`config.mk`:
```
export PLATFORM = sky130hd
export DESIGN_NAME = fifo_rd_ctrl_flat
export DESIGN_NICKNAME = d
export VERILOG_FILES = /design/src/rtl/fifo_rd_ctrl_if.sv /design/src/rtl/fifo_rd_ctrl.sv /design/src/flat_wrapper.sv
export SDC_FILE = /design/constraint.sdc
export NUM_CORES = 1
export LEC_CHECK = 0
export ABC_AREA = 1
export CAP_MARGIN = 20
export CORE_ASPECT_RATIO = 0.8
export CORE_MARGIN = 5
export CORE_UTILIZATION = 30
export CTS_CLUSTER_DIAMETER = 120
export DETAILED_ROUTE_END_ITERATION = 10
export HOLD_SLACK_MARGIN = 0.12
export PLACE_DENSITY = 0.52
export SYNTH_ARGS = -nofsm -noshare
export SYNTH_HDL_FRONTEND = slang
export SYNTH_SLANG_ARGS = --single-unit
```
`constraint.sdc`:
```
create_clock -name rclk -period 3.85 [get_ports rclk]
set_clock_uncertainty 0.1 [all_clocks]
set_input_delay 0.77 -clock rclk [delete_from_list [all_inputs] [get_ports rclk]]
set_output_delay 0.77 -clock rclk [all_outputs]
set_load 0.005 [all_outputs]
```
`src/rtl/fifo_rd_ctrl_if.sv`:
```
// fifo_rd_ctrl_if
//   Read-side handshake bundle between the FIFO read-pointer controller and
//   its consumer / write-domain pointer source.
//   Signals:
//     rd_en        consumer read request
//     wptr_gray    Gray-coded write pointer from the write clock domain
//     rd_addr      RAM read address
//     rd_valid     RAM read data valid (one cycle after an accepted read)
//     rptr_gray    registered Gray read pointer toward the write domain
//     empty        registered FIFO empty flag
//     rd_level     registered number of entries available
//     underflow    one-cycle pulse on a read request while empty
//     almost_empty registered rd_level <= threshold (optional feature)
//   Modports:
//     master  the consumer side (drives rd_en and wptr_gray)
//     slave   the read-pointer controller
interface fifo_rd_ctrl_if #(
  parameter int ADDR_W = 5,
  parameter int PTR_W  = ADDR_W + 1
);
  logic              rd_en;
  logic [PTR_W-1:0]  wptr_gray;
  logic [ADDR_W-1:0] rd_addr;
  logic              rd_valid;
  logic [PTR_W-1:0]  rptr_gray;
  logic              empty;
  logic [PTR_W-1:0]  rd_level;
  logic              underflow;
  logic              almost_empty;

  modport master (
    output rd_en,
    output wptr_gray,
    input  rd_addr,
    input  rd_valid,
    input  rptr_gray,
    input  empty,
    input  rd_level,
    input  underflow,
    input  almost_empty
  );

  modport slave (
    input  rd_en,
    input  wptr_gray,
    output rd_addr,
    output rd_valid,
    output rptr_gray,
    output empty,
    output rd_level,
    output underflow,
    output almost_empty
  );
endinterface

```
`src/rtl/fifo_rd_ctrl.sv`:
```
// fifo_rd_ctrl
//   Read-side pointer controller of a dual-clock FIFO. Keeps the read pointer
//   in binary and Gray form, brings the write-domain Gray pointer into the
//   read clock through a two-flop synchronizer, converts it back to binary and
//   produces the registered empty / level / read-valid / underflow outputs that
//   sequence the dual-port RAM read port.
//   Ports:
//     rclk    read clock (only clock of this block)
//     rrst_n  asynchronous active-low reset
//     bus     fifo_rd_ctrl_if.slave (rd_en, wptr_gray in; rd_addr, rd_valid,
//             rptr_gray, empty, rd_level, underflow, almost_empty out)
//   Configuration macro:
//     FIFO_ALMOST_EMPTY_EN  when defined, almost_empty is a registered
//                           rd_level <= AE_THRESH flag (reset value 1);
//                           otherwise almost_empty is tied low.
module fifo_rd_ctrl #(
  parameter int ADDR_W    = 5,
  parameter int PTR_W     = ADDR_W + 1,
  parameter int AE_THRESH = 4
) (
  input  logic          rclk,
  input  logic          rrst_n,
  fifo_rd_ctrl_if.slave bus
);

  function automatic logic [PTR_W-1:0] bin2gray(input logic [PTR_W-1:0] b);
    return b ^ (b >> 1);
  endfunction

  // Bit k of the binary value is the XOR of all Gray bits from the MSB down to k.
  function automatic logic [PTR_W-1:0] gray2bin(input logic [PTR_W-1:0] g);
    logic [PTR_W-1:0] b;
    b = '0;
    for (int k = 0; k < PTR_W; k++) begin
      b[k] = ^(g >> k);
    end
    return b;
  endfunction

  logic [PTR_W-1:0] wq1;
  logic [PTR_W-1:0] wq2;
  logic [PTR_W-1:0] wbin;
  logic [PTR_W-1:0] rbin;
  logic [PTR_W-1:0] rbin_next;
  logic [PTR_W-1:0] rgray;
  logic [PTR_W-1:0] rgray_next;
  logic [PTR_W-1:0] level_next;
  logic [PTR_W-1:0] level_q;
  logic             empty_q;
  logic             rd_valid_q;
  logic             underflow_q;
  logic             acc;

  // Synchronizer stage: two back-to-back flops with nothing in between.
  always_ff @(posedge rclk or negedge rrst_n) begin
    if (!rrst_n) begin
      wq1 <= '0;
      wq2 <= '0;
    end else begin
      wq1 <= bus.wptr_gray;
      wq2 <= wq1;
    end
  end

  // Next-pointer and status computation, all from rbin_next and current wq2 so
  // a read and a write-pointer advance in the same cycle are counted once.
  always_comb begin
    wbin       = gray2bin(wq2);
    acc        = bus.rd_en & ~empty_q;
    rbin_next  = acc ? rbin + PTR_W'(1) : rbin;
    rgray_next = bin2gray(rbin_next);
    level_next = wbin - rbin_next;
  end

  // Register stage: pointers and status flags.
  always_ff @(posedge rclk or negedge rrst_n) begin
    if (!rrst_n) begin
      rbin        <= '0;
      rgray       <= '0;
      empty_q     <= 1'b1;
      level_q     <= '0;
      rd_valid_q  <= 1'b0;
      underflow_q <= 1'b0;
    end else begin
      rbin        <= rbin_next;
      rgray       <= rgray_next;
      empty_q     <= (rgray_next == wq2);
      level_q     <= level_next;
      rd_valid_q  <= acc;
      underflow_q <= bus.rd_en & empty_q;
    end
  end

`ifdef FIFO_ALMOST_EMPTY_EN
  logic ae_q;

  always_ff @(posedge rclk or negedge rrst_n) begin
    if (!rrst_n) begin
      ae_q <= 1'b1;
    end else begin
      ae_q <= (level_next <= PTR_W'(AE_THRESH));
    end
  end

  assign bus.almost_empty = ae_q;
`else
  assign bus.almost_empty = 1'b0;
`endif

  assign bus.rd_addr   = rbin[ADDR_W-1:0];
  assign bus.rptr_gray = rgray;
  assign bus.empty     = empty_q;
  assign bus.rd_level  = level_q;
  assign bus.rd_valid  = rd_valid_q;
  assign bus.underflow = underflow_q;

endmodule
```
`src/flat_wrapper.sv`:
```
// flat-port wrapper written by rule: the top's interface ports become plain ports
module fifo_rd_ctrl_flat 
#(
  parameter int ADDR_W    = 5,
  parameter int PTR_W     = ADDR_W + 1,
  parameter int AE_THRESH = 4
)
  (rclk, rrst_n, bus_rd_en, bus_wptr_gray, bus_rd_addr, bus_rd_valid, bus_rptr_gray, bus_empty, bus_rd_level, bus_underflow, bus_almost_empty);
  fifo_rd_ctrl_if #(.ADDR_W(ADDR_W), .PTR_W(PTR_W)) bus_i ();
  input  logic rclk;
  input  logic rrst_n;
  input wire logic [$bits(bus_i.rd_en)-1:0] bus_rd_en;
  input wire logic [$bits(bus_i.wptr_gray)-1:0] bus_wptr_gray;
  output wire logic [$bits(bus_i.rd_addr)-1:0] bus_rd_addr;
  output wire logic [$bits(bus_i.rd_valid)-1:0] bus_rd_valid;
  output wire logic [$bits(bus_i.rptr_gray)-1:0] bus_rptr_gray;
  output wire logic [$bits(bus_i.empty)-1:0] bus_empty;
  output wire logic [$bits(bus_i.rd_level)-1:0] bus_rd_level;
  output wire logic [$bits(bus_i.underflow)-1:0] bus_underflow;
  output wire logic [$bits(bus_i.almost_empty)-1:0] bus_almost_empty;
  assign bus_i.rd_en = bus_rd_en;
  assign bus_i.wptr_gray = bus_wptr_gray;
  assign bus_rd_addr = bus_i.rd_addr;
  assign bus_rd_valid = bus_i.rd_valid;
  assign bus_rptr_gray = bus_i.rptr_gray;
  assign bus_empty = bus_i.empty;
  assign bus_rd_level = bus_i.rd_level;
  assign bus_underflow = bus_i.underflow;
  assign bus_almost_empty = bus_i.almost_empty;
  fifo_rd_ctrl #(.ADDR_W(ADDR_W), .PTR_W(PTR_W), .AE_THRESH(AE_THRESH)) u_core (.rclk(rclk), .rrst_n(rrst_n), .bus(bus_i));
endmodule
```
==> impl_metrics.toml, run 1 <==
[worst_setup_path]
path_class = "in2reg"
path_max_fanout = 5
cp_num_buf_inv = 3
critPathLaunchType = "input port"
cp-end-kind = "flop"
cp_data_required_time_ns = 3.93
critPathTopFamily = "simple AND/OR/NAND/NOR gates"
cpMaxStageDelayCell = "clkdlybuf4s50_1"
critical-path-max-stage-delay_ns = 0.57
arrival_ns = 2.85
path_cells = "clkdlybuf4s50_1, inv_2, nor2_4, nand3_2, nand2_4, inv_2, ha_1, nand2_1, nor2_1, a211oi_1, nor2_1, nand2_1, nand2_1, nand2_1, nand2_1"
cpMostUsedCell = "nand2_1"

[clock_network]
clock_sinks = 32
clockBufferDepth = 2
ctsHoldBuffers = 0
clk_latency_ns = 0.28
cts_root_buf = "clkbuf_8"
cts-resized-gates = 0
numCtsBuffers = 5
htreeDepth = 2
clkTransAtPathRegs_ns = 0.07
cts_setup_buffers = 0
cts_tree = "done"

[timing]
rsz0062_at_grt = "false"
finalMaxSlewViolations = 0
hold_viol = 0
fin_crit_ns = 2.766
fin_crit_sh_pct = 71.86
fin_tns_setup_ns = 0
setup_viol = 0
fmax_mhz = 361.5

[global_route]
grt_first_pass_wirelength_um = 5064
grt_antenna_before_repair = 0
grt_start_max_net_pins = 33
grtUsageTotal_pct = 9.679
first_global_vias = 1127
grt_overflow_total = 0

[power_and_ir_drop]
peakVddDrop_v = 0.0002792
power.leakage_nw = 1.004
power_mw = 1.660
powerDensity_nw_per_um2 = 821.2

[detailed_routing]
routed_wl_um = 2905
vias = 1144
wirelength_met1_um = 1445
wl_per_cell_um = 10.80
met3_length_um = 202
ant_nets = 0
met2_wirelength_um = 1210
routed_via_density = 4.253
drt_iter0_markers = 36
drc = 0
top_layer = "met4"
dr.pass1.iters = 4

[floorplanning]
core_um2 = 5007
die-area_um2 = 6738
rows = 23
initial_core_util_pct = 31.08
die_x_um = 90.53
fp.dieH_um = 74.43
num_io_pins = 30

[yosys]
ys_seq_area_share_pct = 51.53
syn_area_per_cell_um2 = 9.102
synth-seq-cells = 32
syn_nets = 187
synth.distinct_cells = 24
syn_area_um2 = 1556
synth_cells = 171
ys_warn_count = 0

[place]
port_buffers = 28
gp_congestion = 0.7492
post-dp-hpwl_um = 2218
placedCellCount = 261

[cells_and_area]
nNetsFinal = 222
final_cell_mix = "nand2_1 (48), dfrtp_1 (31), clkdlybuf4s50_1 (28)"
finalNonFillerCells = 269
drive_above_1_share_pct = 16.43
layout_commonest_cell = "nand2_1"
area_growth_syn_to_layout_pct = 29.90
n_antenna_cell = 0

[worst_hold_path]
hold_class = "reg2reg"

[run]
max_cap_violations = 0

[run_status]
status = "finished, final reports clean"
worst reg2reg max path: stages, from the launching register on:
cell	delay [ns]
dfrtp_1	0.44
xnor2_1	0.21
xor2_1	0.24
xor2_1	0.34
xor2_1	0.20
ha_1	0.20
inv_1	0.06
fa_1	0.39
nand3_1	0.10
nand2_1	0.06
xor2_1	0.14
registers in the layout, indices dropped and copies added, names as in the netlist:
register and cells:
u_core.bus.rptr_gray 5, u_core.bus.empty 1, u_core.wq1 6, u_core.bus.rd_valid 1, u_core.bus.underflow 1, u_core.bus.rd_level 6
u_core.wq2 6, u_core.rbin 6
power breakdown:
group          leakage (nW)  total [mW]  internal, mW  switching, mW
Clock                0.0552       0.315         0.192          0.123
Combinational         0.574       0.832         0.390          0.442
Sequential            0.375       0.513         0.446         0.0672
Total                  1.00        1.66          1.03          0.632
routing by layer:
metal | vias to the layer above | track usage, %
met4 | 0 | 4.959
met2 | 25 | 15.07
met1 | 518 | 11.89
met3 | 5 | 3.640
met5 | - | 0
li1 | 596 | -
layout make-up:
cell class              instances  area (µm²)
multi-input cells             112       649.4
clock inverters                 2       35.03
repair buffers                 29       287.8
fillers                       507        2985
well taps                      62       77.57
clock buffers                   6       72.57
inverters                      26       97.59
flip-flops and latches         32       802.0
per-stage QoR:
step	instance area, µm²	utilization, %	setup slack [ns]	hold WS, ns
floorplan	1556	-	1.474	0.2312
global placement	1914	38.23	0.8179	0.2326
detailed placement	1914	38.23	0.7890	0.2347
CTS	2022	40.38	1.093	0.2507
global route	2022	40.38	0.8994	0.2567
finish	2022	40.38	1.084	0.2475
logic make-up (layout without fill, tap and decap cells):
| logic type | Yosys count | count (layout) | synth area share (%) |
|---|---|---|---|
| AO/OA/AOI/OAI | 5 | 5 | 2.171 |
| XOR/XNOR | 10 | 10 | 6.110 |
| adder cells (fa/ha/maj) | 7 | 7 | 6.109 |
| buffers and inverters | 27 | 63 | 6.752 |
| flip-flops | 32 | 32 | 51.53 |
| other | 1 | 1 | 0.2409 |
| AND/OR/NAND/NOR | 89 | 89 | 27.09 |
final timing paths:
check                               from                      to  slack (ns)  cells after the start
min in group asynchronous         rrst_n    u_core.bus.underflow        0.79                      2
max in group asynchronous         rrst_n        u_core.bus.empty        2.53                      2
max                            bus_rd_en  u_core.bus.rd_level[5]        1.08                     15
min reg2reg                u_core.wq1[2]           u_core.wq2[2]        0.25                      0
max reg2reg                u_core.wq2[3]  u_core.bus.rd_level[4]        1.26                     10
min                        u_core.wq1[2]           u_core.wq2[2]        0.25                      0
synth_stat cells:
cell | n | area (µm²)
a211oi_1 | 1 | 7.510
a21oi_1 | 2 | 10.01
buf_4 | 1 | 7.510
conb_1 | 1 | 3.750
dfrtp_1 | 31 | 775.7
dfstp_2 | 1 | 26.28
fa_1 | 1 | 20.02
ha_1 | 6 | 75.07
inv_1 | 20 | 75.07
inv_2 | 6 | 22.52
nand2_1 | 48 | 180.2
nand2_2 | 10 | 62.56
nand2_4 | 2 | 22.52
nand3_1 | 19 | 95.09
nand3_2 | 1 | 10.01
nand4_1 | 1 | 6.260
nor2_1 | 4 | 15.01
nor2_2 | 3 | 18.77
nor2_4 | 1 | 11.26
o21ai_2 | 1 | 8.760
o21bai_1 | 1 | 7.510
xnor2_1 | 2 | 17.52
xnor2_2 | 1 | 16.27
xor2_1 | 7 | 61.31
(Power assumes the default switching activity.)
==> run 2, diff against run 1 <==
==> constraint.sdc (replaced) <==
create_clock -name rclk -period 2.8 [get_ports rclk]
set_clock_uncertainty 0.1 [all_clocks]
set_input_delay 0.56 -clock rclk [delete_from_list [all_inputs] [get_ports rclk]]
set_output_delay 0.56 -clock rclk [all_outputs]
set_load 0.005 [all_outputs]
==> impl_metrics.toml, run 2 (synthesis gave the netlist of run 1 again) <==
[run_status]
status = "finished, final reports clean"

[cells_and_area]
finish.utilization_pct = 41.20
multi_input_area_um2 = 649.4
final_area_um2 = 2063
layout_commonest_cell = "nand2_1"
n_antenna_cell = 0
area_growth_syn_to_layout_pct = 32.56
final_cell_mix = "nand2_1 (48), dfrtp_1 (31), clkdlybuf4s50_1 (28)"
drive_above_1_share_pct = 18.87
filler_cell_count = 520
nNetsFinal = 227
regArea_um2 = 802.0

[place]
place_area_um2 = 1952
post-dp-hpwl_um = 2225
port_buffers = 28
gp_congestion = 0.7274

[worst_hold_path]
whs_path_depth = 0
hold_class = "reg2reg"
hp-start = "u_core.wq1[5]"
min_to = "u_core.wq2[5]"

[worst_setup_path]
critPathLaunchType = "flop"
setup.worst_path.start = "u_core.wq2[3]"
cp_data_required_time_ns = 2.88
arrival_ns = 2.62
r2r_cells = 10
r2r-start = "u_core.wq2[3]"
worstReg2RegEnd = "u_core.bus.rd_level[4]"
r2r_setup_slack_ns = 0.26
cp-end-kind = "flop"
path_max_fanout = 4
path_class = "reg2reg"

[floorplanning]
num_io_pins = 30
core_um2 = 5007
die_x_um = 90.53
die-area_um2 = 6738
fp.dieH_um = 74.43
rows = 23
initial_core_util_pct = 31.08

[global_route]
grtUsageTotal_pct = 9.620
grt_first_pass_wirelength_um = 5099
grt_overflow_total = 0
first_global_vias = 1115
grt_antenna_before_repair = 0
grt_start_max_net_pins = 33

[detailed_routing]
routed_wl_um = 2901
dr.pass1.iters = 4
ant_nets = 0
drt_iter0_markers = 64
wl_per_cell_um = 10.59
routed_via_density = 4.172
drc = 0
vias = 1143

[timing]
setup_viol = 0
fmax_mhz = 393.8
hold_viol = 0
finalMaxSlewViolations = 0
fin_crit_sh_pct = 90.70
fin_crit_ns = 2.540
rsz0062_at_grt = "false"

[power_and_ir_drop]
powerDensity_nw_per_um2 = 1144
peakVddDrop_v = 0.0005488
power.leakage_nw = 1.027

[clock_network]
clk_latency_ns = 0.29
cts-resized-gates = 0
htreeDepth = 2
clock_sinks = 32
clockBufferDepth = 2
cts_setup_buffers = 0
ctsHoldBuffers = 0
numCtsBuffers = 5
clkTransAtPathRegs_ns = 0.07
cts_root_buf = "clkbuf_8"
cts_tree = "done"

[run]
max_cap_violations = 0
==> run 2: changes by cell type in the layout (fill, tap and decap cells not counted) <==
cell        previous run  this run
clkbuf_1               1         0
buf_4                  1         6
clkinvlp_4             0         1
==> run 2: where the power goes <==
part	internal (mW)	total [mW]	leakage [nW]	switching [mW]
registers	0.613	0.705	0.375	0.0917
logic	0.591	1.22	0.598	0.627
clock network	0.263	0.436	0.0541	0.173
==> run 2: worst max path at each step <==
stage,to
final,u_core.bus.rd_level[4]
after global placement,u_core.bus.rd_level[5]
after floorplan,u_core.bus.rd_level[4]
after CTS,u_core.bus.rd_level[4]
after detailed placement,u_core.bus.rd_level[5]
after global routing,u_core.bus.rd_level[4]
==> run 2: area by class of cell <==
| type | instances | share of cell area, % |
|---|---|---|
| Clock inverter | 3 | 2.062 |
| Inverter | 26 | 4.730 |
| Timing Repair Buffer | 34 | 15.77 |
| Tap cell | 62 | 3.760 |
| Sequential cell | 32 | 38.87 |
| Clock buffer | 5 | 3.335 |
| Multi-Input combinational cell | 112 | 31.47 |
==> run 2: per-stage QoR <==
stage | setup WS [ns] | setup TNS [ns] | hold slack, ns | power (mW) | cells
6_report | 0.2605 | 0 | 0.2484 | 2.359 | 274
5_1_grt | 0.03532 | 0 | 0.2548 | 2.581 | 274
4_1_cts | 0.2142 | 0 | 0.2509 | 2.406 | 274
3_5_place_dp | -0.002249 | -0.002249 | 0.2347 | 1.941 | 266
3_3_place_gp | -0.02503 | -0.02503 | 0.2320 | 1.949 | 266
2_1_floorplan | 0.4244 | 0 | 0.1644 | 1.431 | 171
==> run 2: per-layer routing <==
| metal | vias up | part of all wire (%) | track usage [%] |
|---|---|---|---|
| met5 | - | 0 | 0 |
| met4 | 0 | 0.83 | 4.463 |
| met3 | 2 | 7.0 | 3.337 |
| met2 | 30 | 41 | 14.02 |
| met1 | 509 | 51 | 12.92 |
| li1 | 602 | - | - |
==> run 2: worst max-delay path, cell delays in order, from the launching register on <==
cell and delay (ns):
dfrtp_1 0.43, xnor2_1 0.20, xor2_1 0.23, xor2_1 0.33, xor2_1 0.19, ha_1 0.18, inv_1 0.05, fa_1 0.39
nand3_1 0.10, nand2_1 0.07, xor2_1 0.14
==> run 3, diff against run 2 <==
--- a/config.mk
+++ b/config.mk
@@ -13,7 +13,7 @@
 export CTS_CLUSTER_DIAMETER = 120
 export DETAILED_ROUTE_END_ITERATION = 10
 export HOLD_SLACK_MARGIN = 0.12
-export PLACE_DENSITY = 0.52
+export PLACE_DENSITY = 0.54
 export SYNTH_ARGS = -nofsm -noshare
 export SYNTH_HDL_FRONTEND = slang
 export SYNTH_SLANG_ARGS = --single-unit
==> constraint.sdc (replaced) <==
create_clock -name rclk -period 2.13 [get_ports rclk]
set_clock_uncertainty 0.1 [all_clocks]
set_input_delay 0.426 -clock rclk [delete_from_list [all_inputs] [get_ports rclk]]
set_output_delay 0.426 -clock rclk [all_outputs]
set_load 0.005 [all_outputs]
==> impl_metrics.toml, run 3 (synthesis gave the netlist of run 1 again) <==
[clock_network]
clkTransAtPathRegs_ns = 0.06
ctsHoldBuffers = 0
htreeDepth = 2
cts_tree = "done"
cts_root_buf = "clkbuf_8"
clockBufferDepth = 2
numCtsBuffers = 5
clk_latency_ns = 0.28
clock_sinks = 32

[worst_setup_path]
path_max_fanout = 3
cp-end-kind = "flop"
critical-path-max-stage-delay_ns = 0.40
cpMostUsedCell = "nand2_1"
cpMaxStageDelayCell = "dfrtp_1"
path_cells = "inv_1, nand2_1, nand2_2, xor2_2, xor2_2, buf_4, buf_4, ha_4, nand2_1, nor2_1, a211oi_2, nor2_1, nand2_1, nand2_1, nand2_1, nand2_1"
cp_num_buf_inv = 3
arrival_ns = 2.35
critPathLaunchType = "flop"
cp_data_required_time_ns = 2.20
critPathTopFamily = "simple AND/OR/NAND/NOR gates"
path_class = "reg2reg"

[detailed_routing]
vias = 1272
wl_per_cell_um = 10.90
ant_nets = 0
routed_via_density = 4.198
drc = 0
drt_iter0_markers = 44
routed_wl_um = 3304
dr.pass1.iters = 4

[cells_and_area]
nNetsFinal = 256
layout_commonest_cell = "nand2_1"
finish.utilization_pct = 47.53
regArea_um2 = 802.0
n_antenna_cell = 0
area_growth_syn_to_layout_pct = 52.89
filler_cell_count = 488
multi_input_area_um2 = 730.7
final_cell_mix = "nand2_1 (47), buf_4 (35), dfrtp_1 (31)"
drive_above_1_share_pct = 33.61

[floorplanning]
rows = 23
num_io_pins = 30
die-area_um2 = 6738
core_um2 = 5007
fp.dieH_um = 74.43
die_x_um = 90.53
initial_core_util_pct = 31.08

[global_route]
grt_first_pass_wirelength_um = 5733
grt_antenna_before_repair = 0
grtUsageTotal_pct = 10.94
grt_overflow_total = 0
grt_start_max_net_pins = 33
first_global_vias = 1247

[place]
dpl_worst_slack_ns = -0.4161
post-dp-hpwl_um = 2555
gp_congestion = 0.7605
port_buffers = 28

[timing]
fin_crit_sh_pct = 107.1
fin_tns_setup_ns = -0.4871
holdWs_ns = 0.2494
fin_crit_ns = 2.281
hold_viol = 0
setup_viol = 5
worst_slack_ns = -0.1508
fmax_mhz = 438.5
finalMaxSlewViolations = 0
rsz0062_at_grt = "true"

[run]
max_cap_violations = 0

[run_status]
status = "finished with violations"
violations = "setup timing"

[power_and_ir_drop]
power.leakage_nw = 1.200
peakVddDrop_v = 0.0006875
powerDensity_nw_per_um2 = 1562
power_mw = 3.718

[worst_hold_path]
hold_class = "reg2reg"
run 3: cell count changes in the layout (fill, tap and decap cells not counted), moves of 2 or more:
cell / delta
buf_4: +29
clkbuf_8: +2
ha_1: -3
ha_2: +2
xnor2_1: -2
xor2_1: -2
xor2_2: +2
run 3: per-stage QoR:
stage          instance area, µm²  instances
2_1_floorplan                1597        171
3_3_place_gp                 2187        292
3_5_place_dp                 2187        292
4_1_cts                      2370        303
5_1_grt                      2380        303
6_report                     2380        303
run 3: final timing paths:
path | from | end | slack [ns] | cells past startpoint
max | u_core.wq2[4] | u_core.bus.rd_level[5] | -0.15 | 16
min | u_core.wq1[1] | u_core.wq2[1] | 0.25 | 0
max reg2reg | u_core.wq2[4] | u_core.bus.rd_level[5] | -0.15 | 16
min reg2reg | u_core.wq1[1] | u_core.wq2[1] | 0.25 | 0
max in group asynchronous | rrst_n | u_core.bus.empty | 1.17 | 2
min in group asynchronous | rrst_n | u_core.bus.rd_level[3] | 0.44 | 2
run 3: worst reg2reg max path, delay by kind of cell (launching register included):
kind | cells | cell delay [ns]
AND/OR/NAND/NOR | 9 | 0.52
buffers and inverters | 3 | 0.33
adder cells (fa/ha/maj) | 1 | 0.20
flip-flops | 1 | 0.40
AO/OA/AOI/OAI | 1 | 0.21
XOR/XNOR | 2 | 0.41
run 3: repair_timing:
item	in CTS	in global routing
resized for setup	4	2
cloned	0	0
endpoints found under the setup margin	5	6
pin swaps	9	1
setup buffers	3	0
hold endpoints to repair	0	0
run 3: power breakdown:
group          switching, mW  internal, mW
clock network          0.217         0.412
registers              0.106         0.807
logic                   1.02          1.16
run 3: layout make-up:
| cell class | instances | area share [%] |
|---|---|---|
| clock buffers | 7 | 4.048 |
| clock inverters | 1 | 1.262 |
| inverters | 26 | 4.101 |
| multi-input cells | 112 | 30.70 |
| flip-flops and latches | 32 | 33.70 |
| well taps | 62 | 3.260 |
| repair buffers | 63 | 22.92 |
run 3: metal layers:
metal / GRT usage (%) / part of all wire [%]
met1: 14.59 / 48
met5: 0 / 0
met4: 4.959 / 1.7
met3: 3.438 / 5.9
met2: 16.44 / 44
